==> config.mk <==
export PLATFORM = sky130hd
export DESIGN_NAME = imem_loader
export DESIGN_NICKNAME = d
export VERILOG_FILES = /design/src/rtl/imem_pkg.sv /design/src/rtl/imem_word_packer.sv /design/src/rtl/imem_loader.sv
export SDC_FILE = /design/constraint.sdc
export NUM_CORES = 1
export LEC_CHECK = 0
export ABC_AREA = 1
export BUFFER_PORTS_ARGS = -buffer_cell sky130_fd_sc_hd__buf_2
export CORE_MARGIN = 8
export CORE_UTILIZATION = 55
export CTS_CLUSTER_SIZE = 14
export DETAILED_ROUTE_END_ITERATION = 16
export GPL_ROUTABILITY_DRIVEN = 0
export PLACE_DENSITY = 0.89
export SETUP_SLACK_MARGIN = 0.15
export SLEW_MARGIN = 20
export SYNTH_ARGS = -nofsm -noshare
export SYNTH_HDL_FRONTEND = slang
export SYNTH_SLANG_ARGS = --single-unit
export TNS_END_PERCENT = 100
==> constraint.sdc <==
create_clock -name clk -period 2.65 [get_ports clk]
set_input_delay 0 -clock clk [delete_from_list [all_inputs] [get_ports clk]]
set_output_delay 0 -clock clk [all_outputs]
set_load 0.05 [all_outputs]
==> src/rtl/imem_pkg.sv <==
// ============================================================================
// Module      : imem_pkg
// Description : Shared loader state codes and instruction-memory constants.
// Revision    : 1.0 - initial release
// ============================================================================
`default_nettype none

package imem_pkg;

    localparam int IMEM_DEPTH_DEFAULT = 49;
    localparam int BYTE_ADDR_SHIFT    = 2;

    typedef enum logic [2:0] {
        ST_IDLE  = 3'd0,
        ST_LEN0  = 3'd1,
        ST_LEN1  = 3'd2,
        ST_DATA  = 3'd3,
        ST_WRITE = 3'd4,
        ST_CHK   = 3'd5,
        ST_DONE  = 3'd6,
        ST_ERR   = 3'd7
    } loader_state_e;

endpackage

`default_nettype wire

==> src/rtl/imem_word_packer.sv <==
// ============================================================================
// Module      : imem_word_packer
// Description : Little-endian byte-to-word assembler; flags the completing byte.
// Revision    : 1.0 - initial release
// ============================================================================
`default_nettype none

module imem_word_packer (
    input  logic        clk,
    input  logic        rst_n,
    input  logic        clear,
    input  logic        byte_valid,
    input  logic [7:0]  byte_data,
    output logic [31:0] word,
    output logic        word_full
);

    logic [1:0]  r_byte_cnt;
    logic [31:0] r_word;

    always_ff @(posedge clk or negedge rst_n) begin
        if (!rst_n) begin
            r_byte_cnt <= 2'd0;
            r_word     <= 32'd0;
        end else if (clear) begin
            r_byte_cnt <= 2'd0;
        end else if (byte_valid) begin
            r_word[{r_byte_cnt, 3'b000} +: 8] <= byte_data;
            r_byte_cnt                        <= r_byte_cnt + 2'd1;
        end
    end

    // Asserted during the cycle whose accepted byte completes the word.
    assign word_full = byte_valid && (r_byte_cnt == 2'd3);
    assign word      = r_word;

endmodule

`default_nettype wire

==> src/rtl/imem_loader.sv <==
// ============================================================================
// Module      : imem_loader
// Description : Byte-stream program loader writing words into instruction memory.
//               Optional trailer checksum when LOADER_CHECKSUM_EN is defined.
// Revision    : 1.0 - initial release
// ============================================================================
`default_nettype none

module imem_loader
    import imem_pkg::*;
#(
    parameter int DEPTH = IMEM_DEPTH_DEFAULT,
    parameter int AW    = 32
) (
    input  logic          clk,
    input  logic          rst_n,
    input  logic          load_start,
    input  logic          in_valid,
    input  logic [7:0]    in_data,
    output logic          in_ready,
    output logic          imem_we,
    output logic [AW-1:0] imem_waddr,
    output logic [31:0]   imem_wdata,
    output logic          core_hold,
    output logic          load_done,
    output logic          load_err
);

    localparam logic [15:0] c_depth = 16'(DEPTH);
`ifdef LOADER_CHECKSUM_EN
    localparam loader_state_e c_after_last = ST_CHK;
`else
    localparam loader_state_e c_after_last = ST_DONE;
`endif

    loader_state_e r_state;
    loader_state_e w_next;
    logic [15:0]   r_len;
    logic [15:0]   r_word_idx;
    logic [15:0]   w_len_full;
    logic          w_accept;
    logic          w_start;
    logic          w_pack_valid;
    logic          w_pack_full;
    logic [31:0]   w_pack_word;
`ifdef LOADER_CHECKSUM_EN
    logic [7:0]    r_xor;
`endif

    assign w_accept     = in_valid && in_ready;
    assign w_start      = load_start &&
                          (r_state == ST_IDLE || r_state == ST_DONE || r_state == ST_ERR);
    assign w_len_full   = {in_data, r_len[7:0]};
    assign w_pack_valid = w_accept && (r_state == ST_DATA);

    imem_word_packer u_packer (
        .clk        (clk),
        .rst_n      (rst_n),
        .clear      (w_start),
        .byte_valid (w_pack_valid),
        .byte_data  (in_data),
        .word       (w_pack_word),
        .word_full  (w_pack_full)
    );

    always_ff @(posedge clk or negedge rst_n) begin
        if (!rst_n) begin
            r_state <= ST_IDLE;
        end else begin
            r_state <= w_next;
        end
    end

    always_comb begin
        w_next = r_state;
        case (r_state)
            ST_IDLE, ST_DONE, ST_ERR: begin
                if (load_start) w_next = ST_LEN0;
            end
            ST_LEN0: begin
                if (w_accept) w_next = ST_LEN1;
            end
            ST_LEN1: begin
                if (w_accept) begin
                    if (w_len_full > c_depth)       w_next = ST_ERR;
                    else if (w_len_full == 16'd0)   w_next = c_after_last;
                    else                            w_next = ST_DATA;
                end
            end
            ST_DATA: begin
                if (w_pack_full) w_next = ST_WRITE;
            end
            ST_WRITE: begin
                if (r_word_idx + 16'd1 == r_len) w_next = c_after_last;
                else                             w_next = ST_DATA;
            end
`ifdef LOADER_CHECKSUM_EN
            ST_CHK: begin
                if (w_accept) w_next = (in_data == r_xor) ? ST_DONE : ST_ERR;
            end
`endif
            default: w_next = ST_IDLE;
        endcase
    end

    always_ff @(posedge clk or negedge rst_n) begin
        if (!rst_n) begin
            r_len      <= 16'd0;
            r_word_idx <= 16'd0;
        end else if (w_start) begin
            r_len      <= 16'd0;
            r_word_idx <= 16'd0;
        end else begin
            if (w_accept && r_state == ST_LEN0) r_len[7:0]  <= in_data;
            if (w_accept && r_state == ST_LEN1) r_len[15:8] <= in_data;
            if (r_state == ST_WRITE)            r_word_idx  <= r_word_idx + 16'd1;
        end
    end

`ifdef LOADER_CHECKSUM_EN
    // Covers length and payload bytes; the trailer itself is compared, not folded in.
    always_ff @(posedge clk or negedge rst_n) begin
        if (!rst_n) begin
            r_xor <= 8'd0;
        end else if (w_start) begin
            r_xor <= 8'd0;
        end else if (w_accept &&
                     (r_state == ST_LEN0 || r_state == ST_LEN1 || r_state == ST_DATA)) begin
            r_xor <= r_xor ^ in_data;
        end
    end
`endif

    assign in_ready   = (r_state == ST_LEN0) || (r_state == ST_LEN1) ||
                        (r_state == ST_DATA) || (r_state == ST_CHK);
    assign imem_we    = (r_state == ST_WRITE);
    assign imem_waddr = AW'(r_word_idx) << BYTE_ADDR_SHIFT;
    assign imem_wdata = w_pack_word;
    assign core_hold  = (r_state == ST_LEN0) || (r_state == ST_LEN1) ||
                        (r_state == ST_DATA) || (r_state == ST_WRITE) ||
                        (r_state == ST_CHK);
    assign load_done  = (r_state == ST_DONE);
    assign load_err   = (r_state == ST_ERR);

endmodule

`default_nettype wire
; ---- Word level (Yosys, flattened, before mapping)
; Index checks and enable logic that the tools add are counted.
; W data, S select, Z words.
[totals]
elab_cells = 64
latchBits = 0
mem_bits_rw = 0
n_memories = 0
reg_bits = 69
out_inout_bits = 69
mem_bits_ro = 0
input_bits = 12
[classes]
eq_ne = 13
n_reduce_logical = 22
n_addsub = 3
bitwise_logic = 1
order_cmp = 1
n_shift = 2
div = 0
n_mul = 0
muxes = 16
[ops]
columns = op, count
row1 = $mux W16, 3
row2 = $bwmux W32, 1
row3 = $shift A8 B7 Y32 const A, 1
row4 = $shiftx A8 B7 Y32, 1
row5 = $mux W3, 7
row6 = $add A16 B1 Y16 const B, 1
row7 = $eq A16 B16 Y1, 1
row8 = $gt A16 B6 Y1 const B, 1
row9 = $logic_not A16 Y1, 1
row10 = $mux W8, 2
row11 = $pmux W3 S5, 1
row12 = $eq A3 B3 Y1 const B, 4
row13 = $reduce_bool A2 Y1, 4
row14 = $logic_or A1 B1 Y1, 7
row15 = $neg A5 Y7, 1
row16 = $eq A3 B2 Y1 const B, 2
row17 = $logic_and A1 B1 Y1, 6
row18 = $ne A2 B2 Y1 const B, 3
row19 = $mux W2, 2
row20 = $reduce_and A4 Y1, 1
row21 = $eq A3 B1 Y1 const B, 1
row22 = $logic_not A3 Y1, 1
row23 = $reduce_or A3 Y1, 1
row24 = $add A2 B1 Y2 const B, 1
row25 = 4 further kinds, 4

; ---- Depth between registers and ports, before layout
; Gate-level depths: netlist of the first run.
[depth]
depth_word = 9
mapped_depth = 16

; ---- Modules after synthesis
; From an unflattened synthesis of the first run, not the netlist that was laid out.
[hier_totals]
cells_unflattened = 557
area_unflattened_um2 = 4081.4
[modules_own_cells]
columns = module, instances, cells_per_inst, seq_area_each_um2, area_per_inst_um2
row1 = imem_loader, 1, 370, 875.8, 2466.1
row2 = imem_word_packer, 1, 187, 850.8, 1615.3

; ---- Least setup slack after synthesis of the first run
; Ideal clock, no wire load.
[synth_path]
path_type = register -> register
start = register r_word_idx[0]
end = register r_state[0]
arrival_ns = 2.035
t_required_ns = 2.533
path_stages_with_launch = 17
slack_ns = 0.498
path_cell_list = dfrtp_1 ha_1 nand2_2 nor2_4 nand2_1 nand3b_1 nand2_1 inv_1 nand2_1 nor2_1 nand3_1 nor2_2 nand2_1 nand2_1 nand2_1 nand2_1 nand2_1
[synth_via]
elab_chain_len = 4
[synth_lines]
columns = item, line_no
row1 = start: declaration, imem_loader.sv:39  ; logic [15:0] r_word_idx;
row2 = start signal: assignment, imem_loader.sv:116  ; if (r_state == ST_WRITE) r_word_idx <= r_word_idx + 16'd1;
row3 = $add A16 B1 Y16, imem_loader.sv:94  ; if (r_word_idx + 16'd1 == r_len) w_next = c_after_last;
row4 = $eq A16 B16 Y1, imem_loader.sv:94
row5 = $mux W3, imem_loader.sv:94
row6 = $pmux W3 S5, imem_loader.sv:76  ; case (r_state)
row7 = end signal: assignment, imem_loader.sv:70  ; r_state <= w_next;
row8 = end: declaration, imem_loader.sv:36  ; loader_state_e r_state;
; Every way passes these cells.
; A chain may end at the register's enable or synchronous reset.

; ---- Worst setup path after layout of the first run
; Ends and elaborated chain as after synthesis.

==> results of run 1 <==
[through the flow]
step | hold WS (ps) | instance area [µm²] | total power, µW | std cells | setup WS [ps]
after floorplan | -296 | 3960 | 2960 | 514 | 498
after global routing | 147 | 4550 | 4550 | 675 | 332
final | 122 | 4550 | 4260 | 675 | 596
after CTS | 108 | 4550 | 4240 | 675 | 620
after detailed placement | 51.4 | 4260 | 3400 | 649 | 605
after global placement | 45.6 | 4260 | 3340 | 649 | 723
[layout make-up]
cell class	instances	area (µm²)
Tap cell	96	120
Clock inverter	4	30.0
Timing Repair Buffer	77	455
Sequential cell	69	1730
Clock buffer	12	165
Multi-Input combinational cell	359	1840
Fill cell	556	2280
Inverter	58	218
[routing by layer]
metal	routed length [µm]	global-route usage (%)	up-vias	share of wire, %
met2	5080	35.6	188	50
met3	913	6.44	25	8.9
met1	4050	25.9	1757	39
li1	-	-	1764	-
met5	0	0	-	0
met4	217	8.02	0	2.1
[logic make-up (layout without fill, tap and decap cells)]
family,after synthesis,in the layout,share of synthesized area [%]
simple gates,249,249,28.7
buf+inv,86,151,10.2
compound gates,80,80,12.0
flops,69,69,44.2
xor+xnor,8,8,2.85
fa+ha+maj,6,6,1.92
other cells,1,16,0.0960
[sequential cells by signal (all words and copies together), names as in the netlist]
signal	flops
u_packer.word	32
r_len	16
u_packer.r_byte_cnt	2
r_state	3
r_word_idx	16
[worst register-to-register path: stages (launching register included)]
cell and delay [ps]:
dfrtp_1 450, ha_1 250, nand2_2 100, nor2_4 220, nand3_1 120, nand2_1 90
nand2_1 70, nand2_1 70, nand2_1 50, nor2_1 110, nand2_1 80, nor2_2 100
nand2_1 60, nand2_1 60, nand2_1 50, nand2_1 50, nand2_1 40
[cells in the final DEF (no fill, tap or decap), types with 2 or more instances in the layout]
master,instances
nand2_1,138
dfrtp_1,69
buf_2,64
inv_1,56
o21ai_0,48
nand3_1,37
nor2_1,22
nand4_1,17
conb_1,16
o31ai_1,14
nor3_1,12
clkbuf_8,12
nor2_2,10
dlygate4sd3_1,10
o22ai_1,7
ha_1,6
a21oi_1,5
nand2_2,4
nand3b_1,4
xor2_1,4
nor2_4,3
xnor3_1,3
clkinv_1,2
buf_4,2
[path summary, 6_finish.rpt]
path / start / end / slack (ps) / depth (start not counted)
worst min-delay path: in_valid / u_packer.r_byte_cnt[0]$_DFFE_PN0P_ / 120 / 5
worst min register to register: u_packer.word[26]$_DFFE_PN0P_ / u_packer.word[26]$_DFFE_PN0P_ / 480 / 2
max in group asynchronous: rst_n / r_word_idx[1]$_DFFE_PN0P_ / 2130 / 3
min in group asynchronous: rst_n / r_word_idx[3]$_DFFE_PN0P_ / 200 / 3
worst max register to register: r_word_idx[0]$_DFFE_PN0P_ / r_state[0]$_DFFE_PN0P_ / 600 / 16
worst max-delay path: r_word_idx[0]$_DFFE_PN0P_ / r_state[0]$_DFFE_PN0P_ / 600 / 16
[report_power, final]
group / leakage (µW) / internal (µW) / total [µW] / switching (µW)
Sequential: 0.000929 / 1280 / 1520 / 240
Clock: 0.0000990 / 420 / 826 / 407
Combinational: 0.00131 / 517 / 1910 / 1400
==> metrics.md, run 1 <==
| Metric | Value |
|---|---|
| Status | complete, no violations |
| Worst-path cell chain | ha_1, nand2_2, nor2_4, nand3_1, nand2_1, nand2_1, nand2_1, nand2_1, nor2_1, nand2_1, nor2_2, nand2_1, nand2_1, nand2_1, nand2_1, nand2_1 |
| Fin. max-slew vios | 0 |
| Crit path launch type | register |
| Hold_buf cts | 10 |
| Fmax | 487 MHz |
| Vias in the first global route | 3,666 |
| Total Routing Usage GR | 21.6% |
| Synth area leaders | dfrtp_1 (44%), nand2_1 (13%), o21ai_0 (6.2%), inv_1 (5.4%), nand3_1 (4.7%) |
| Core Region | 6830 µm² |
| Vias after detailed routing | 3,734 |
| Final setup vio count | 0 |
| DR iter-0 viols | 428 |
| P&R area growth vs syn | 16.6% |
| Worst hold-check path type | input port to register |
| Post-synth top flop | dfrtp_1 |
| WP buf/inv | 0 |
| Global-route wire length before repair | 17,400 µm |
| CTS resizes | 0 |
| Count of warnings emitted by yosys | 0 |
| Min cycle time layout | 2050 ps |
| Worst slew margin | 58.4% |
| Worst vdd ir | 0.841 mV |
| DR pass1 iterations | 5 |
| P_leak | 0.00233 µW |
| CP peak stage delay | 450 ps |
| DRC | 0 |
| Synth cell count leaders | nand2_1 (138), dfrtp_1 (69), inv_1 (56) |
| Area leader, netlist | dfrtp_1 |
| Post-CTS Setup Inserts | 0 |
| Io pins | 81 |
| #FFs+latches synth | 69 |
| Total CTS buffers | 9 |
| Post-synthesis cell count | 499 |
| Final TNS setup | 0 ps |
| Max-cap violations | 0 |
| Worst Path Required | 2900 ps |
| RSZ-0062 raised after global routing | false |
| Die width | 100 µm |
| CTS clk-pin slew, worst paths | 80 ps |
| # diodes | 0 |
| Layout Nets | 592 |
| Worst-Margin Slew | 624 ps |
| Die area | 10,100 µm² |
| Root Buffer | clkbuf_8 |
| Layout cells sized above 1 | 18.0% |
| GRT Residual Overflow | 0 |
| Most instantiated library cell after synthesis | nand2_1 |
| Via/cell ratio | 5.53 |
| Crit Path Max Fanout | 10 |
| Setup CP Type | register to register |
| CTS Sinks | 69 |
| Worst skew pair latency | 350 ps |
| Ys async rst share | 100% |
| Number of routed nets with antenna violations | 0 |
| Post-synthesis cell type count | 32 |
| Final hold vios | 0 |
| Final Cycle Share | 77.5% |
| Site row count | 30 |
| Mapped Area | 3900 µm² |
| Crit path arrival time | 2300 ps |
| Critical-path top delay cell | dfrtp_1 |
| Crit. End Element | register |
| TritonCTS clock tree | done |
| Final wirelength | 10,300 µm |
| Post-synthesis sequential area ratio | 44.2% |
| Post-synth EDFFs | 0 |
| Initial Utilization | 57.2% |
| CTS max path bufs | 2 |
| DPL Wire Length | 7430 µm |
| Final clock skew | 9.99 ps |
| Die height | 100 µm |
| H-tree depth | 3 |
| PortBufs | 64 |
| Syn_area_per_cell | 7.83 µm² |
| Largest net degree at the start of global routing | 70 |
| PD cells | 936 nW/µm² |
| Yosys top cell area share | 44.2% |
| Initial antenna violation count | 0 |
| Routed WL per cell | 15.2 µm |
| Worst path top cell family by delay | simple AND/OR/NAND/NOR gates |
| Crit path top cell by count | nand2_1 |
| Final core occ | 66.6% |
Note: power is estimated with default switching activity, not from simulation.
==> run 2: changes to the inputs <==
Clock period 2.65 ns to 2.15 ns, I/O delays scaled along.
==> metrics.md, run 2 (synthesized netlist as in run 1, its figures left out) <==
| Metric | Value |
|---|---|
| GRT Residual Overflow | 0 |
| CTS Sinks | 69 |
| Vias after detailed routing | 3,911 |
| Final Cycle Share | 91.5% |
| Die height | 100 µm |
| Commonest non-fill, non-tap cells in the layout | nand2_1 (136), buf_2 (65), dfrtp_1 (62) |
| Global-route wire length before repair | 18,100 µm |
| Final wirelength | 11,800 µm |
| Final clock skew | 14.7 ps |
| CTS max path bufs | 2 |
| Final setup vio count | 0 |
| Worst-Margin Slew | 625 ps |
| Reg2reg start | u_packer.r_byte_cnt[0]$_DFFE_PN0P_ |
| Worst Setup SP | u_packer.r_byte_cnt[0]$_DFFE_PN0P_ |
| Root Buffer | clkbuf_8 |
| PD cells | 1210 nW/µm² |
| Number of routed nets with antenna violations | 0 |
| DPL Wire Length | 7760 µm |
| Fin. max-slew vios | 0 |
| Max-cap violations | 0 |
| DR iter-0 viols | 373 |
| Worst vdd ir | 0.989 mV |
| PortBufs | 64 |
| Total CTS buffers | 9 |
| TritonCTS clock tree | done |
| Sequential Area | 1740 µm² |
| Area occupied by multi-input gates | 1930 µm² |
| Placed Cells | 652 |
| Routed WL per cell | 17.2 µm |
| P_leak | 0.00243 µW |
| Worst hold-check path type | input port to register |
| Layout Nets | 607 |
| Vias in the first global route | 3,785 |
| Final hold vios | 0 |
| Largest register FFs | 32 |
| Worst slew margin | 58.4% |
| Status | complete, no violations |
| Min cycle time layout | 1970 ps |
| # diodes | 0 |
| DR pass1 iterations | 5 |
| Worst Path Required | 2450 ps |
| DRC | 0 |
| Layout cells sized above 1 | 23.4% |
| Commonest non-fill, non-tap cell in the layout | nand2_1 |
| Fill cells | 537 |
| Initial Utilization | 57.2% |
| Crit path launch type | register |
| Die width | 100 µm |
| Io pins | 81 |
| Setup CP Type | register to register |
| Total Routing Usage GR | 22.6% |
| Crit path arrival time | 2260 ps |
| Via/cell ratio | 5.67 |
| Crit. End Element | register |
| Worst hold slack | 122 ps |
| Min-delay src | in_valid |
| Site row count | 30 |
| RSZ-0062 raised after global routing | true |
| P&R area growth vs syn | 23.6% |
| Largest net degree at the start of global routing | 70 |
| Core Region | 6830 µm² |
| Crit Path Max Fanout | 9 |
| Fmax | 509 MHz |
| Final core occ | 70.6% |
| H-tree depth | 3 |
| Final TNS setup | 0 ps |
| Fin cells | 690 |
| Worst skew pair latency | 360 ps |
| CTS clk-pin slew, worst paths | 80 ps |
| Die area | 10,100 µm² |
| Initial antenna violation count | 0 |
[run 2: final timing paths]
| kind | to | slack [ps] | depth (start not counted) |
|---|---|---|---|
| min in group asynchronous | u_packer.word[30]$_DFFE_PN0P_ | 200 | 3 |
| min reg2reg | u_packer.word[25]$_DFFE_PN0P_ | 480 | 2 |
| max in group asynchronous | u_packer.r_byte_cnt[0]$_DFFE_PN0P_ | 1640 | 3 |
| min | r_len[11]$_DFFE_PN0P_ | 120 | 4 |
| max | u_packer.word[3]$_DFFE_PN0P_ | 180 | 6 |
| max reg2reg | u_packer.word[3]$_DFFE_PN0P_ | 180 | 6 |
[run 2: per-layer routing]
layer	up-vias	wire [µm]	GRT usage, %
li1	1806	-	-
met1	1834	4410	25.7
met5	-	0	0
met3	32	1160	5.88
met2	239	5950	39.3
met4	0	327	8.95
[run 2: final cells by class]
| type | count | area share (%) |
|---|---|---|
| Clock buffer | 9 | 2.57 |
| Sequential cell | 69 | 36.0 |
| Clock inverter | 7 | 2.57 |
| Inverter | 58 | 4.67 |
| Tap cell | 96 | 2.49 |
| Timing Repair Buffer | 92 | 11.8 |
| Multi-Input combinational cell | 359 | 39.9 |
[run 2: stage by stage]
stage	total power (µW)	instance area, µm²	setup slack (ps)
floorplan	3660	3970	156
global placement	4140	4290	217
detailed placement	4240	4290	85.1
CTS	5590	4640	74.9
global route	6200	4820	76.1
finish	5860	4820	184
[run 2: critical path: stages, from the launching register on]
cell and delay, ps:
dfrtp_2 480, clkinvlp_4 170, ha_1 430, clkinv_1 230, nor3_4 340, nand3_1 150, nand2_1 100
[run 2: power by group]
group | total, µW | switching [µW] | internal, µW | leakage [µW]
logic | 2650 | 1880 | 771 | 0.00140
clock network | 1310 | 539 | 776 | 0.000120
registers | 1900 | 309 | 1590 | 0.000919
[run 2: timing repair]
action                                  in CTS  in global routing
resized for setup                            1                 27
pin swaps                                    0                 16
endpoints found under the hold margin       97                  0
buffers inserted                             0                 12
hold buffers                                10                  0
endpoints found under the setup margin      16                 29
cloned                                       0                  0
==> run 3: changes to the inputs <==
Settings changed: CORE_UTILIZATION 55 to 56, CTS_BUF_LIST from default to sky130_fd_sc_hd__clkbuf_8, PLACE_DENSITY 0.89 to 0.9.
==> metrics.md, run 3 (synthesized netlist as in run 1, its figures left out) <==
| Metric | Value |
|---|---|
| Logic gate share of total power | 47.1% |
| Layout cells sized above 1 | 21.4% |
| DR iter-0 viols | 377 |
| Root Buffer | clkbuf_8 |
| Final Cycle Share | 89.4% |
| Vias in the first global route | 3,650 |
| Die width | 99.5 µm |
| Reg2reg start | u_packer.r_byte_cnt[0]$_DFFE_PN0P_ |
| Fmax | 520 MHz |
| Crit. End Element | register |
| Worst slew margin | 50.2% |
| Die area | 9900 µm² |
| CTS clk-pin slew, worst paths | 80 ps |
| CP peak stage delay | 550 ps |
| Total Routing Usage GR | 21.4% |
| WP buf/inv | 2 |
| Global-route wire length before repair | 17,200 µm |
| Io pins | 81 |
| Total CTS buffers | 9 |
| RSZ-0062 raised after global routing | true |
| Routed WL per cell | 16.0 µm |
| Initial antenna violation count | 0 |
| Largest register FFs | 32 |
| Max-cap violations | 0 |
| Die height | 99.5 µm |
| Crit Path Max Fanout | 10 |
| Final wirelength | 10,700 µm |
| PD cells | 1150 nW/µm² |
| Number of routed nets with antenna violations | 0 |
| PortBufs | 64 |
| Post-route worst setup slack | 229 ps |
| CTS Sinks | 69 |
| Worst-Margin Slew | 747 ps |
| Min-delay src | in_valid |
| Worst Hold Depth | 5 |
| FF-to-FF setup slack | 230 ps |
| Crit path launch type | register |
| Final hold vios | 0 |
| Site row count | 30 |
| Worst path top cell family by delay | flip-flops |
| Worst vdd ir | 0.991 mV |
| Post-DP Area | 4260 µm² |
| CTS max path bufs | 2 |
| Commonest non-fill, non-tap cells in the layout | nand2_1 (138), buf_2 (64), dfrtp_1 (63) |
| Largest net degree at the start of global routing | 39 |
| DRC | 0 |
| R2R Path End | u_packer.word[26]$_DFFE_PN0P_ |
| Fin. max-slew vios | 0 |
| Final clock skew | 5.89 ps |
| Commonest non-fill, non-tap cell in the layout | nand2_1 |
| Layout Nets | 602 |
| DPL Wire Length | 7540 µm |
| Crit path arrival time | 2180 ps |
| Dpl ws | 184 ps |
| Final setup vio count | 0 |
| DR pass1 iterations | 5 |
| Vias after detailed routing | 3,787 |
| GRT Residual Overflow | 0 |
| Min-Delay Endpoint | u_packer.r_byte_cnt[0]$_DFFE_PN0P_ |
| Worst Path Required | 2410 ps |
| Via/cell ratio | 5.66 |
| Total net switching power | 2610 µW |
| Tot Pwr | 5400 µW |
| TritonCTS clock tree | done |
| Clock power share | 17.9% |
| R2R depth | 5 |
| Switch share | 48.4% |
| P_leak | 0.00237 µW |
| Final TNS setup | 0 ps |
| Critical-path top delay cell | dfrtp_1 |
| H-tree depth | 3 |
| Setup CP Type | register to register |
| Initial Utilization | 57.8% |
| Seq pwr share | 35.0% |
| Final instance area | 4680 µm² |
| Worst skew pair latency | 350 ps |
| Worst-path cell chain | clkinvlp_4, ha_2, nor3_1, inv_1, o31ai_1 |
| Worst hold-check path type | input port to register |
| Core Region | 6760 µm² |
| Status | complete, no violations |
| Int Power | 2780 µW |
| Min cycle time layout | 1920 ps |
| # diodes | 0 |
| P&R area growth vs syn | 19.9% |
run 3: worst reg2reg max path, delay by kind of cell, from the launching register on:
family	cells	cell delay [ps]
adder cells (fa/ha/maj)	1	320
buffers and inverters	2	410
AO/OA/AOI/OAI	1	240
flip-flops	1	550
AND/OR/NAND/NOR	1	310
run 3: cell type report:
cell class	count	area, µm²
flip-flops and latches	69	1730
well taps	80	100
clock buffers	10	138
multi-input cells	360	1920
repair inverters	1	7.51
repair buffers	85	515
clock inverters	6	38.8
inverters	58	225
fillers	522	2080
run 3: per-stage QoR:
step	cells	hold slack [ps]	utilization, %
finish	669	130	69.3
global placement	635	99.4	63.0
detailed placement	635	105	63.0
floorplan	514	-296	-
global route	669	180	69.3
CTS	661	74.1	67.2
run 3: power by group through the flow:
stage | registers (µW) | logic, µW | clock network (µW)
floorplan | 2160 | 1500 | 0
global placement | 1870 | 2270 | 0
detailed placement | 1880 | 2330 | 0
CTS | 1860 | 2360 | 979
global route | 1920 | 2790 | 1020
finish | 1890 | 2540 | 966
run 3: per-layer routing:
layer	GRT usage (%)	vias to the layer above	wire length, µm
li1	-	1785	-
met1	25.5	1786	4270
met2	36.1	196	5220
met3	6.77	20	1010
met4	6.64	0	180
met5	0	-	0
run 3: how the worst max path moves through the flow:
stage                                       start                             to  slack, ps  cells after the start
3_3_place_gp               r_state[0]$_DFFE_PN0P_      r_word_idx[4]$_DFFE_PN0P_        260                      8
6_report       u_packer.r_byte_cnt[0]$_DFFE_PN0P_  u_packer.word[26]$_DFFE_PN0P_        230                      5
4_1_cts                 r_word_idx[0]$_DFFE_PN0P_         r_state[0]$_DFFE_PN0P_        180                     16
2_1_floorplan           r_word_idx[3]$_DFFE_PN0P_         r_state[0]$_DFFE_PN0P_        160                     12
5_1_grt                 r_word_idx[1]$_DFFE_PN0P_         r_state[0]$_DFFE_PN0P_        110                     14
3_5_place_dp   u_packer.r_byte_cnt[0]$_DFFE_PN0P_   u_packer.word[6]$_DFFE_PN0P_        180                      6
run 3: what timing repair did:
action                                 4_1_cts  5_1_grt
buffers inserted                             0        6
gates resized for setup                      1       21
hold buffers                                10        0
setup endpoints to repair                    1       43
pin swaps                                    0       10
cloned                                       0        2
endpoints found under the hold margin       52        0
